### src/rtl/func_arb_pkg.sv
// Shared types and helpers for the functionality grant arbiter.
// Used with and without FUNC_ARB_RR_EN.
package func_arb_pkg;

   typedef enum logic [1:0] {
      ST_IDLE  = 2'd0,
      ST_GRANT = 2'd1,
      ST_BLOCK = 2'd2
   } arb_state_e;

   localparam logic [2:0] FUNC_CODE_DEF = 3'b010;

   // True when no more than one bit of v is set
   function automatic logic at_most_one(input logic [15:0] v);
      return (v & (v - 16'd1)) == 16'd0;
   endfunction

endpackage

### src/rtl/func_grant_arbiter_rr_pick.sv
// Combinational round-robin selector: first requester after last_ptr_i.
// Instantiated by func_grant_arbiter only when FUNC_ARB_RR_EN is defined.
module rr_pick #(
   parameter int N_CH  = 2,
   parameter int IDX_W = 1
) (
   input  logic [N_CH-1:0]  req_i,
   input  logic [IDX_W-1:0] last_ptr_i,
   output logic [N_CH-1:0]  pick_o,
   output logic [IDX_W-1:0] idx_o
);

   int   cand;
   logic found;

   always_comb begin
      pick_o = '0;
      idx_o  = '0;
      found  = 1'b0;
      cand   = 0;
      for (int off = 1; off <= N_CH; off++) begin
         cand = (int'(last_ptr_i) + off) % N_CH;
         if (!found && req_i[cand]) begin
            found        = 1'b1;
            pick_o[cand] = 1'b1;
            idx_o        = IDX_W'(cand);
         end
      end
   end

endmodule

### src/rtl/func_grant_arbiter.sv
// Registered owner arbiter for one shared functionality with conflict count.
// FUNC_ARB_RR_EN: round-robin conflict resolution and HOLD_MAX handover.
module func_grant_arbiter
   import func_arb_pkg::*;
#(
   parameter int              N_CH      = 2,
   parameter int              MODE_W    = 3,
   parameter logic [MODE_W-1:0] FUNC_CODE = FUNC_CODE_DEF,
   parameter int              HOLD_MAX  = 15,
   parameter int              CNT_W     = 8
) (
   input  logic                     clk,
   input  logic                     rst,
   input  logic [N_CH*MODE_W-1:0]   mode_i,
   output logic [N_CH-1:0]          grant_o,
   output logic                     busy_o,
   output logic                     conflict_o,
   output logic [CNT_W-1:0]         conflict_cnt_o
);

   arb_state_e       state_q;
   logic [N_CH-1:0]  grant_q;
   logic             conflict_q;
   logic [CNT_W-1:0] cnt_q;
   logic [N_CH-1:0]  req;
   logic             own_req;
   logic             multi;

   always_comb begin
      req = '0;
      for (int i = 0; i < N_CH; i++) begin
         req[i] = (mode_i[i*MODE_W +: MODE_W] == FUNC_CODE);
      end
   end

   assign own_req = |(req & grant_q);
   assign multi   = !at_most_one(16'(req));

`ifdef FUNC_ARB_RR_EN
   localparam int IDX_W  = (N_CH > 1) ? $clog2(N_CH) : 1;
   localparam int HOLD_W = $clog2(HOLD_MAX + 1);

   logic [IDX_W-1:0]  last_ptr_q;
   logic [HOLD_W-1:0] hold_q;
   logic [N_CH-1:0]   rr_pick_w;
   logic [IDX_W-1:0]  rr_idx_w;
   logic              others;

   assign others = |(req & ~grant_q);

   rr_pick #(
      .N_CH  (N_CH),
      .IDX_W (IDX_W)
   ) u_rr_pick (
      .req_i      (req),
      .last_ptr_i (last_ptr_q),
      .pick_o     (rr_pick_w),
      .idx_o      (rr_idx_w)
   );
`endif

   always_ff @(posedge clk) begin
      if (rst) begin
         state_q    <= ST_IDLE;
         grant_q    <= '0;
         conflict_q <= 1'b0;
         cnt_q      <= '0;
`ifdef FUNC_ARB_RR_EN
         last_ptr_q <= IDX_W'(N_CH - 1);
         hold_q     <= '0;
`endif
      end else begin
         conflict_q <= 1'b0;
         unique case (state_q)
            ST_IDLE: begin
               if (req != '0 && !multi) begin
                  grant_q <= req;
                  state_q <= ST_GRANT;
`ifdef FUNC_ARB_RR_EN
                  last_ptr_q <= rr_idx_w;
                  hold_q     <= '0;
`endif
               end else if (multi) begin
                  conflict_q <= 1'b1;
                  if (cnt_q != '1) cnt_q <= cnt_q + 1'b1;
`ifdef FUNC_ARB_RR_EN
                  grant_q    <= rr_pick_w;
                  last_ptr_q <= rr_idx_w;
                  hold_q     <= '0;
                  state_q    <= ST_GRANT;
`else
                  state_q    <= ST_BLOCK;
`endif
               end
            end
            ST_GRANT: begin
               if (!own_req) begin
                  grant_q <= '0;
                  state_q <= ST_IDLE;
`ifdef FUNC_ARB_RR_EN
                  hold_q  <= '0;
               end else if (others) begin
                  // hand over on the cycle the hold count would hit HOLD_MAX
                  if (int'(hold_q) + 1 >= HOLD_MAX) begin
                     grant_q    <= rr_pick_w;
                     last_ptr_q <= rr_idx_w;
                     hold_q     <= '0;
                  end else begin
                     hold_q <= hold_q + 1'b1;
                  end
               end else begin
                  hold_q <= '0;
`endif
               end
            end
            ST_BLOCK: begin
               grant_q <= '0;
               if (!multi) state_q <= ST_IDLE;
            end
            default: begin
               grant_q <= '0;
               state_q <= ST_IDLE;
            end
         endcase
      end
   end

   assign grant_o        = grant_q;
   assign busy_o         = |grant_q;
   assign conflict_o     = conflict_q;
   assign conflict_cnt_o = cnt_q;

endmodule

### config.mk
export PLATFORM = sky130hd
export DESIGN_NAME = func_grant_arbiter
export DESIGN_NICKNAME = d
export VERILOG_FILES = /design/src/rtl/func_arb_pkg.sv /design/src/rtl/func_grant_arbiter_rr_pick.sv /design/src/rtl/func_grant_arbiter.sv
export SDC_FILE = /design/constraint.sdc
export NUM_CORES = 1
export LEC_CHECK = 0
export BUFFER_PORTS_ARGS = -buffer_cell sky130_fd_sc_hd__buf_2
export CELL_PAD_IN_SITES_DETAIL_PLACEMENT = 1
export CELL_PAD_IN_SITES_GLOBAL_PLACEMENT = 1
export CORE_MARGIN = 1.5
export CORE_UTILIZATION = 38
export CTS_BUF_LIST = sky130_fd_sc_hd__clkbuf_4 sky130_fd_sc_hd__clkbuf_8
export DETAILED_ROUTE_END_ITERATION = 8
export PLACE_DENSITY_LB_ADDON = 0.3
export SLEW_MARGIN = 20
export SYNTH_ARGS = -nofsm -noshare
export SYNTH_HDL_FRONTEND = slang
export SYNTH_SLANG_ARGS = --single-unit
### constraint.sdc
create_clock -name clk -period 2.1 [get_ports clk]
set_clock_uncertainty 0.2 [all_clocks]
set_input_delay 0.21 -clock clk [delete_from_list [all_inputs] [get_ports clk]]
set_output_delay 0.21 -clock clk [all_outputs]
set_load 0.02 [all_outputs]
# After elaboration in Yosys (flattened, before gate mapping)
# Cells that the tools add are included.
op_classes:
  n_mux: 8
  addsub: 2
  n_reduce_logical: 10
  n_eq_ne: 9
  bitwise_logic: 5
ops:
  columns: ["op", "count"]
  rows:
  - ["AND 2 x 16 -> 16 bit", 1]
  - ["zero test 16 bit", 1]
  - ["two-way mux 2 bit", 5]
  - ["adder 8 x 1 -> 8 bit, second input constant", 1]
  - ["!= test 8 bit, second input constant", 1]
  - ["== test 3 x 2 -> 1 bit, second input constant", 2]
  - ["!= test 2 bit, second input constant", 3]
  - ["case mux 2 bit (3 select lines)", 1]
  - ["case mux 2 bit (2 select lines)", 1]
  - ["AND reduction 4 bit", 1]
  - ["OR reduction 2 bit", 2]
  - ["!= test 3 bit, second input constant", 1]
  - ["NOT 1 bit", 3]
  - ["AND reduction 3 bit", 1]
  - ["OR reduction 3 bit", 1]
  - ["subtractor 2 x 1 -> 3 bit, second input constant", 1]
  - ["AND 2 bit", 1]
  - ["== test 2 x 1 -> 1 bit, second input constant", 1]
  - ["== test 2 bit, second input constant", 1]
  - ["zero test 2 bit", 1]
  - ["AND reduction 2 bit", 1]
  - ["nonzero test 2 bit", 1]
  - ["logical AND 1 bit", 1]
  - ["two-way mux 1 bit", 1]
word_totals:
  output_inout_bits: 12
  regBits: 13
  elab_cells: 38
  inputBits: 8

# Depth between registers and ports, before layout
# Gate-level depths: netlist of run 1.
depth:
  word_depth: 7
  mapped_depth: 6
  mapped_depth_nobuf: 6

# Least setup slack after synthesis of run 1
# OpenSTA, ideal clock, no wires.
synth_path:
  path_kind: "input-to-reg"
  start: "in mode_i[0]"
  end: "reg cnt_q[7], in the netlist conflict_cnt_o[7]"
  setup_ns: 0.071
  required_time_ns: 1.829
  path_stages: 6
  path_slack_ns: 0.290
  path_buffers: 0
  t_arrival_ns: 1.539
  cell_sequence: "nor3b_1 ha_1 nor3b_4 o211ai_2 or3_1 a21oi_1"
synth_between:
  elab_chain_len: 7
  elab_cells_between_ends: 9
  cone_classes: "add/sub: 1; eq/ne: 1; bitwise: 3; reduce/logical: 4"
synth_rtl:
  columns: ["item", "line", "source"]
  rows:
  - ["start, declared", "func_grant_arbiter.sv:14", "input logic [N_CH*MODE_W-1:0] mode_i,"]
  - ["== test 3 x 2 -> 1 bit (*)", "func_grant_arbiter.sv:32", "req[i] = (mode_i[i*MODE_W +: MODE_W] == FUNC_CODE);"]
  - ["subtractor 2 x 1 -> 3 bit", "func_arb_pkg.sv:15", "return (v & (v - 16'd1)) == 16'd0;"]
  - ["AND 2 x 16 -> 16 bit", "func_arb_pkg.sv:15", null]
  - ["zero test 16 bit", "func_arb_pkg.sv:15", null]
  - ["logical AND 1 bit", "func_grant_arbiter.sv:76", "if (req != '0 && !multi) begin"]
  - ["NOT 1 bit (no source line)", null, null]
  - ["AND reduction 4 bit (no source line) (*)", null, null]
  - ["end signal, assigned", "func_grant_arbiter.sv:85", "if (cnt_q != '1) cnt_q <= cnt_q + 1'b1;"]
  - ["end, declared", "func_grant_arbiter.sv:24", "logic [CNT_W-1:0] cnt_q;"]
# Mark *: on every way between the ends. The rest lies on a longest branch, timed or not.
# A chain may end at the register's enable or synchronous reset.

# Final worst setup path of run 1
layout_path:
  start: "reg cnt_q[0], in the netlist conflict_cnt_o[0]"
  end: "reg cnt_q[1], in the netlist conflict_cnt_o[1]"
layout_between:
  elab_chain_len: 2
  elab_cells_between_ends: 3
  cone_classes: "add/sub: 1; eq/ne: 1; reduce/logical: 1"
layout_rtl:
  columns: ["item"]
  rows:
  - ["branches (longest 2 deep; another with adder 8 x 1 -> 8 bit)"]
# Several ways; the timed one is not identified.

==> results of run 1 <==
kinds of logic after synthesis:
kind of cell	share of synthesized area, %
muxes	1.52
xor gates and xnor gates	6.65
adders and majority gates	5.70
DFF	39.5
AOI/OAI and AO/OA	15.8
and+or+nand+nor	28.5
buffers and inverters	2.28
cells in the mapped netlist (all sizes together):
| cell type | n |
|---|---|
| dfxtp | 13 |
| nor2 | 8 |
| a21oi | 6 |
| xor2 | 5 |
| nor3 | 4 |
| o21ai | 4 |
| ha | 3 |
| inv | 3 |
| nand2 | 3 |
| nand3 | 3 |
| nor3b | 3 |
| o211ai | 3 |
| and3 | 2 |
| or4bb | 2 |
| a31oi | 1 |
| and2 | 1 |
| clkbuf | 1 |
| mux2i | 1 |
| nand4 | 1 |
| o2111ai | 1 |
| o31ai | 1 |
| or2 | 1 |
| or2b | 1 |
| or3 | 1 |
| or4 | 1 |
flip-flops by register name (all words and copies together), names as in the netlist:
name	flops
conflict_cnt_o	8
state_q	2
grant_o	2
conflict_o	1
report_power, final:
part	internal, mW	total [mW]	switching [mW]	leakage [nW]
Clock	0.0867	0.171	0.0846	0.0184
Combinational	0.0156	0.0360	0.0204	0.249
Sequential	0.249	0.252	0.00352	0.105
worst max-delay path: stages, from the launching register on:
cell     delay [ns]
dfxtp_1        0.39
ha_1           0.23
nand3_1        0.20
o21ai_1        0.36
mux2i_1        0.24
nor2_1         0.05
per-layer routing:
layer  track usage (%)  vias up  routed length (µm)
met5                 0        -                   0
met2              24.3       12                 653
met1              23.3      291                 747
met3              7.35        2                  62
met4              3.64        0                  11
li1                  -      312                   -
final cells by class:
type | count | share of cell area (%)
Clock buffer | 4 | 3.69
Inverter | 3 | 1.38
Multi-Input combinational cell | 56 | 47.0
Sequential cell | 13 | 32.0
Tap cell | 16 | 2.46
Timing Repair Buffer | 21 | 13.5
metrics by stage:
| step | area, µm² | setup slack (ns) | instances | power [mW] | hold WS, ns |
|---|---|---|---|---|---|
| final | 815 | 0.329 | 113 | 0.459 | 0.0538 |
| after global routing | 815 | 0.170 | 113 | 0.487 | 0.0625 |
| after CTS | 815 | 0.332 | 113 | 0.465 | 0.0526 |
| after detailed placement | 785 | 0.0554 | 109 | 0.294 | 0.294 |
| after global placement | 785 | 0.127 | 109 | 0.293 | 0.292 |
| after floorplan | 658 | 0.290 | 73 | 0.278 | 0.0791 |
worst paths after layout:
check                     from           endpoint  cells past startpoint
max reg2reg  conflict_cnt_o[0]  conflict_cnt_o[1]                      5
min                        rst  conflict_cnt_o[3]                      2
max          conflict_cnt_o[0]  conflict_cnt_o[1]                      5
min reg2reg         grant_o[1]         grant_o[1]                      2
==> impl_metrics.ini, run 1 <==
[clock_tree]
cts-buffers-inserted = 3
ctsHoldBuffers = 0
cts_max_level = 1
cts_resized = 0
clock_sinks = 13
cts_buffer_depth = 2
root_buffer = clkbuf_4
clk_pin_slew_ns = 0.08
clk_latency_ns = 0.28
cts_tree = built
cts_setup_buffers = 0

[setup_path]
cp-end-kind = register
cp_max_fo = 5
critPathArrivalTime_ns = 1.74
cp-start-kind = register
path_class = reg2reg
worst_ep_required_time_ns = 2.07
rrSetupSlack_ns = 0.33

[floorplan]
io_pins = 20
die_h_um = 44.6
core_um2 = 1560
num_rows = 14
start_util_pct = 42.2
die_area_um2 = 1990
fp.dieW_um = 44.6

[drt]
wl_per_cell_um = 13.1
drc = 2
num_vias = 617
dr.pass1.iters = 6
ant_nets = 0
via_per_inst = 5.46
route.final.wire_length_um = 1480
drt_iter0_markers = 9

[layout]
fin_util_pct = 52.2
mostFrequentLayoutCell = buf_2
nets = 109
seq_area_um2 = 260
drive_gt1_share_pct = 30.9
multi_input_area_um2 = 383
final_cell_mix = buf_2, dfxtp_1, nor2_1
fillCellCount = 186
num_antenna_cells = 0
syn2layout_area_growth_pct = 23.8

[global_route]
grt_pass1_wl_um = 2430
grt_pass1_vias = 547
grt_max_degree = 14
antenna_found_initial = 0
grt_overflow = 0
grt_use_total_pct = 16.9

[synth]
yosys.cell_types.count = 30
synth_top_cell_area_share_pct = 39.5
synth_top_area_cell = dfxtp_1
yosys-top-cells-area = dfxtp_1, xor2_1, ha_1, nor2_1, a21oi_1
yosysWarningCount = 0
synthCells = 73
avgSynthCellArea_um2 = 9.02
synth-seq-area-share_pct = 39.5
synth_fp_nets = 84
syn_area_um2 = 658
ys_seq_elements = 13

[placed_design]
dpl.hpwl_um = 1160
port_buffers = 19
gp_congestion = 0.745

[outcome]
failed_checks = DRC
status = complete, but fails checks

[timing]
tightest_slew_ns = 0.345
tns_ns = 0
fin_crit_ns = 1.77
fmax_ghz = 0.565
rsz0062_at_grt = no
finalSetupViolCount = 0
drv_slew = 0
period_share_pct = 84.4
hold_viol_final = 0
slew_headroom_pct = 76.8

[power_and_ir_drop]
vdd_ir_drop_max_v = 0.000381
powerDensity_nw_per_um2 = 564
p_leak_nw = 0.372

[run]
max-cap-violations = 0

[hold_path]
hp-class = in2reg
(Power assumes the default switching activity.)
==> run 2, diff against run 1 <==
- clock period: 2.1 -> 1.85 ns (I/O delays scaled with it)
==> impl_metrics.ini, run 2 (same netlist as run 1, synthesis figures left out) <==
[global_route]
antenna_found_initial = 0
grt_use_total_pct = 18.1
grt_pass1_wl_um = 2610
grt_pass1_vias = 597
grt_max_degree = 14
grt_overflow = 0

[floorplan]
fp.dieW_um = 44.6
die_h_um = 44.6
io_pins = 20
start_util_pct = 42.2
num_rows = 14
core_um2 = 1560
die_area_um2 = 1990

[clock_tree]
cts-buffers-inserted = 3
cts_buffer_depth = 2
cts_max_level = 1
root_buffer = clkbuf_4
clk_pin_slew_ns = 0.08
clock_sinks = 13
clk_latency_ns = 0.28
cts_tree = built

[layout]
fin_util_pct = 54.3
nets = 112
syn2layout_area_growth_pct = 28.7
final_cells = 116
final_cell_mix = buf_2, dfxtp_1, nor2_1
stdcell_area_um2 = 847
mostFrequentLayoutCell = buf_2
drive_gt1_share_pct = 35.0
num_antenna_cells = 0
largest_register_ffs = 8

[setup_path]
cp_top_family = flip-flops
crit_chain = ha_1 -> nand3_1 -> o21ai_1 -> mux2i_1 -> nor2_1
cpPeakStageDelay_ns = 0.39
cp-start-kind = register
critPathArrivalTime_ns = 1.69
path_class = reg2reg
cp-end-kind = register
crit_buf_inv = 0
cp_max_fo = 5
critical-path-slowest-cell = dfxtp_1
worst_ep_required_time_ns = 1.82

[timing]
slew_headroom_pct = 77.4
tns_ns = 0
fmax_ghz = 0.582
hold_viol_final = 0
tightest_slew_ns = 0.337
fin_crit_ns = 1.72
drv_slew = 0
setup_ws_ns = 0.133
timing.hold.ws_ns = 0.0308
rsz0062_at_grt = no
finalSetupViolCount = 0
period_share_pct = 92.8

[drt]
num_vias = 629
route.final.wire_length_um = 1650
drc = 2
wl_per_cell_um = 14.2
dr.pass1.iters = 6
via_per_inst = 5.42
ant_nets = 0
drt_iter0_markers = 18

[power_and_ir_drop]
p_leak_nw = 0.391
powerDensity_nw_per_um2 = 620
vdd_ir_drop_max_v = 0.000359
design_power_total_uw = 525

[placed_design]
placed_cells = 111
placed_area_um2 = 800
gp_congestion = 0.771
port_buffers = 19
dpl.hpwl_um = 1260
place_ws_ns = -0.123

[outcome]
status = complete, but fails checks
failed_checks = DRC

[run]
max-cap-violations = 0

[hold_path]
hp-class = in2reg
-- run 2: changes by cell type in the layout (fill, tap and decap cells not counted), sizes merged --
cell  before  now
buf       21   24
-- run 2: what timing repair did --
item                       CTS  global route
hold buffers                 0             0
gates resized for setup      0             2
setup buffers                0             1
setup endpoints to repair    0             1
-- run 2: final timing paths --
check,start,endpoint,cells past startpoint,slack (ns)
worst max register to register,conflict_cnt_o[0],conflict_cnt_o[1],5,0.13
worst max-delay path,conflict_cnt_o[0],conflict_cnt_o[1],5,0.13
worst min-delay path,rst,state_q[0],2,0.03
worst min register to register,grant_o[1],grant_o[1],2,0.32
-- run 2: routing by layer --
metal / global-route usage, % / wire, µm / vias up
met5: 0 / 0 / -
met4: 5.45 / 15 / 0
met3: 3.67 / 56 / 4
met2: 27.5 / 710 / 15
met1: 25.5 / 866 / 290
li1: - / - / 320
-- run 2: area by class of cell --
| class | instances | area [µm²] |
|---|---|---|
| repair buffers | 24 | 133 |
| clock buffers | 4 | 30.0 |
| well taps | 16 | 20.0 |
| inverters | 3 | 11.3 |
| multi-input cells | 56 | 393 |
| fillers | 202 | 712 |
| flip-flops and latches | 13 | 260 |
-- run 2: worst register-to-register path, stage by stage (launching register included) --
cell,delay (ns)
dfxtp_1,0.39
ha_1,0.23
nand3_1,0.20
o21ai_1,0.32
mux2i_1,0.22
nor2_1,0.05
-- run 2: where the power goes --
group	switching [mW]	internal [mW]	leakage, nW
logic	0.0259	0.0206	0.267
registers	0.00411	0.282	0.105
clock network	0.0945	0.0982	0.0184
total	0.124	0.401	0.391
==> run 3, diff against run 2 <==
- ABC_AREA: not set -> 1
- CAP_MARGIN: not set -> 5
- CORE_UTILIZATION: 38 -> 37
==> impl_metrics.ini, run 3 <==
[timing]
timing.hold.ws_ns = 0.124
hold_viol_final = 0
drv_slew = 0
fmax_ghz = 0.611
period_share_pct = 88.4
fin_crit_ns = 1.64
slew_headroom_pct = 79.0
tns_ns = 0
tightest_slew_ns = 0.314
rsz0062_at_grt = no
finalSetupViolCount = 0

[drt]
wl_per_cell_um = 10.6
drc = 0
via_per_inst = 4.72
drt_iter0_markers = 5
route.final.wire_length_um = 1670
ant_nets = 0
dr.pass1.iters = 4
num_vias = 741

[clock_tree]
cts_setup_buffers = 0
cts_buffer_depth = 2
clk_latency_ns = 0.28
cts_tree = built
clock_sinks = 13
cts_resized = 0
cts_max_level = 1
clk_pin_slew_ns = 0.08
cts-buffers-inserted = 3
ctsHoldBuffers = 1
root_buffer = clkbuf_4

[synth]
yosys.cell_types.count = 22
ys_seq_elements = 13
synth_edf_count = 0
synth_top_cell_area_share_pct = 34.0
synth-seq-area-share_pct = 34.0
synth_most_common_cell = nand2_1
synth_fp_nets = 118
yosys-top-cells-count = nand2_1, inv_1, nor2_1, dfxtp_1
synthCells = 107
synth_ff_type = dfxtp_1
async_reset_ff_share_pct = 0
avgSynthCellArea_um2 = 7.14
synth_top_area_cell = dfxtp_1
yosys-top-cells-area = dfxtp_1, nand2_1, inv_1, nor2_1, ha_1
syn_area_um2 = 764
yosysWarningCount = 0

[hold_path]
hp-start = mode_i[0]
hp-class = in2reg
whs_path_depth = 6

[placed_design]
gp_congestion = 0.779
placed_area_um2 = 888
port_buffers = 19
dpl.hpwl_um = 1380

[floorplan]
die_area_um2 = 2350
start_util_pct = 39.0
die_h_um = 48.5
core_um2 = 1960
io_pins = 20
num_rows = 16
fp.dieW_um = 48.5

[layout]
final_cell_mix = buf_2, nand2_1, inv_1
drive_gt1_share_pct = 29.2
largest_register_ffs = 8
mostFrequentLayoutCell = buf_2
nets = 142
fin_util_pct = 47.3
stdcell_area_um2 = 928
syn2layout_area_growth_pct = 21.4
num_antenna_cells = 0

[setup_path]
r2r_end = conflict_cnt_o[5]
worst_ep_required_time_ns = 1.83
cp-end-kind = register
endpoint = conflict_cnt_o[5]
cp_max_fo = 6
cp-start-kind = register
path_class = reg2reg
r2r_cells = 7
reg2reg_from = conflict_cnt_o[0]
rrSetupSlack_ns = 0.21
critPathArrivalTime_ns = 1.62
critPathLaunch = conflict_cnt_o[0]

[global_route]
met2_usage_pct = 28.2
grt_pass1_vias = 715
antenna_found_initial = 0
grt_max_degree = 9
grt_overflow = 0
top_usage_layer = met2
use_met3_pct = 3.09
grt_use_total_pct = 16.2
met1_usage_pct = 19.3
grt_pass1_wl_um = 3020

[power_and_ir_drop]
p_clk_share_pct = 36.6
p_seq_share_pct = 53.2
p_int_uw = 402
vdd_ir_drop_max_v = 0.000371
swShare_pct = 25.3
comb_power_share_pct = 10.2
powerDensity_nw_per_um2 = 579
p_sw_uw = 136
p_leak_nw = 0.502
design_power_total_uw = 537

[run]
max-cap-violations = 0

[outcome]
status = complete, no violations
==> run 3: changes by cell type in the layout (fill, tap and decap cells not counted), sizes merged, moves of 3 or more <==
cell and change:
nand2 +18, nand3 +6, nor3b -3, o211ai -3, inv +19, nand4 +4
nor2 +9, nor3 -3, buf -5
==> run 3: critical path, stage by stage (launching register included) <==
cell and delay (ns):
dfxtp_1 0.37, ha_1 0.24, nand2_2 0.10, inv_2 0.06, a31oi_2 0.32, nand3_1 0.12, nand2_1 0.08, nor2_1 0.04
==> run 3: worst min path at each step <==
stage | end | slack [ns]
global route | state_q[0] | 0.16
floorplan | grant_o[0] | 0.23
detailed placement | grant_o[0] | 0.27
global placement | state_q[1] | 0.26
finish | state_q[0] | 0.12
CTS | grant_o[0] | 0.13
==> run 3: layout make-up <==
class | instances | area (µm²)
multi-input cells | 70 | 410
well taps | 27 | 33.8
flip-flops and latches | 13 | 260
inverters | 23 | 88.8
repair buffers | 20 | 105
fillers | 292 | 1030
clock buffers | 4 | 30.0
==> run 3: cells by family (layout without fill, tap and decap cells) <==
| family | Yosys count | in the layout | share of synthesized area, % |
|---|---|---|---|
| DFF | 13 | 13 | 34.0 |
| and+or+nand+nor | 54 | 54 | 36.8 |
| buffers and inverters | 24 | 47 | 12.3 |
| xor gates and xnor gates | 3 | 3 | 4.42 |
| adders and majority gates | 3 | 3 | 4.91 |
| AOI/OAI and AO/OA | 10 | 10 | 7.53 |
==> run 3: stage by stage <==
stage / setup WS (ns) / cells
6_report: 0.214 / 157
5_1_grt: 0.0808 / 157
4_1_cts: 0.184 / 157
3_5_place_dp: 0.129 / 152
3_3_place_gp: 0.213 / 152
2_1_floorplan: 0.282 / 107
==> run 3: metal layers <==
metal / up-vias / wire length [µm]
met5: - / 0
met2: 12 / 812
met1: 344 / 751
met4: 0 / 42
met3: 5 / 63
li1: 380 / -
==> run 3: power groups by stage <==
stage / registers, mW / clock network, mW / logic, mW
finish: 0.286 / 0.197 / 0.0546
CTS: 0.286 / 0.206 / 0.0557
detailed placement: 0.293 / 0 / 0.0539
floorplan: 0.294 / 0 / 0.0344
global placement: 0.292 / 0 / 0.0518
global route: 0.287 / 0.221 / 0.0628
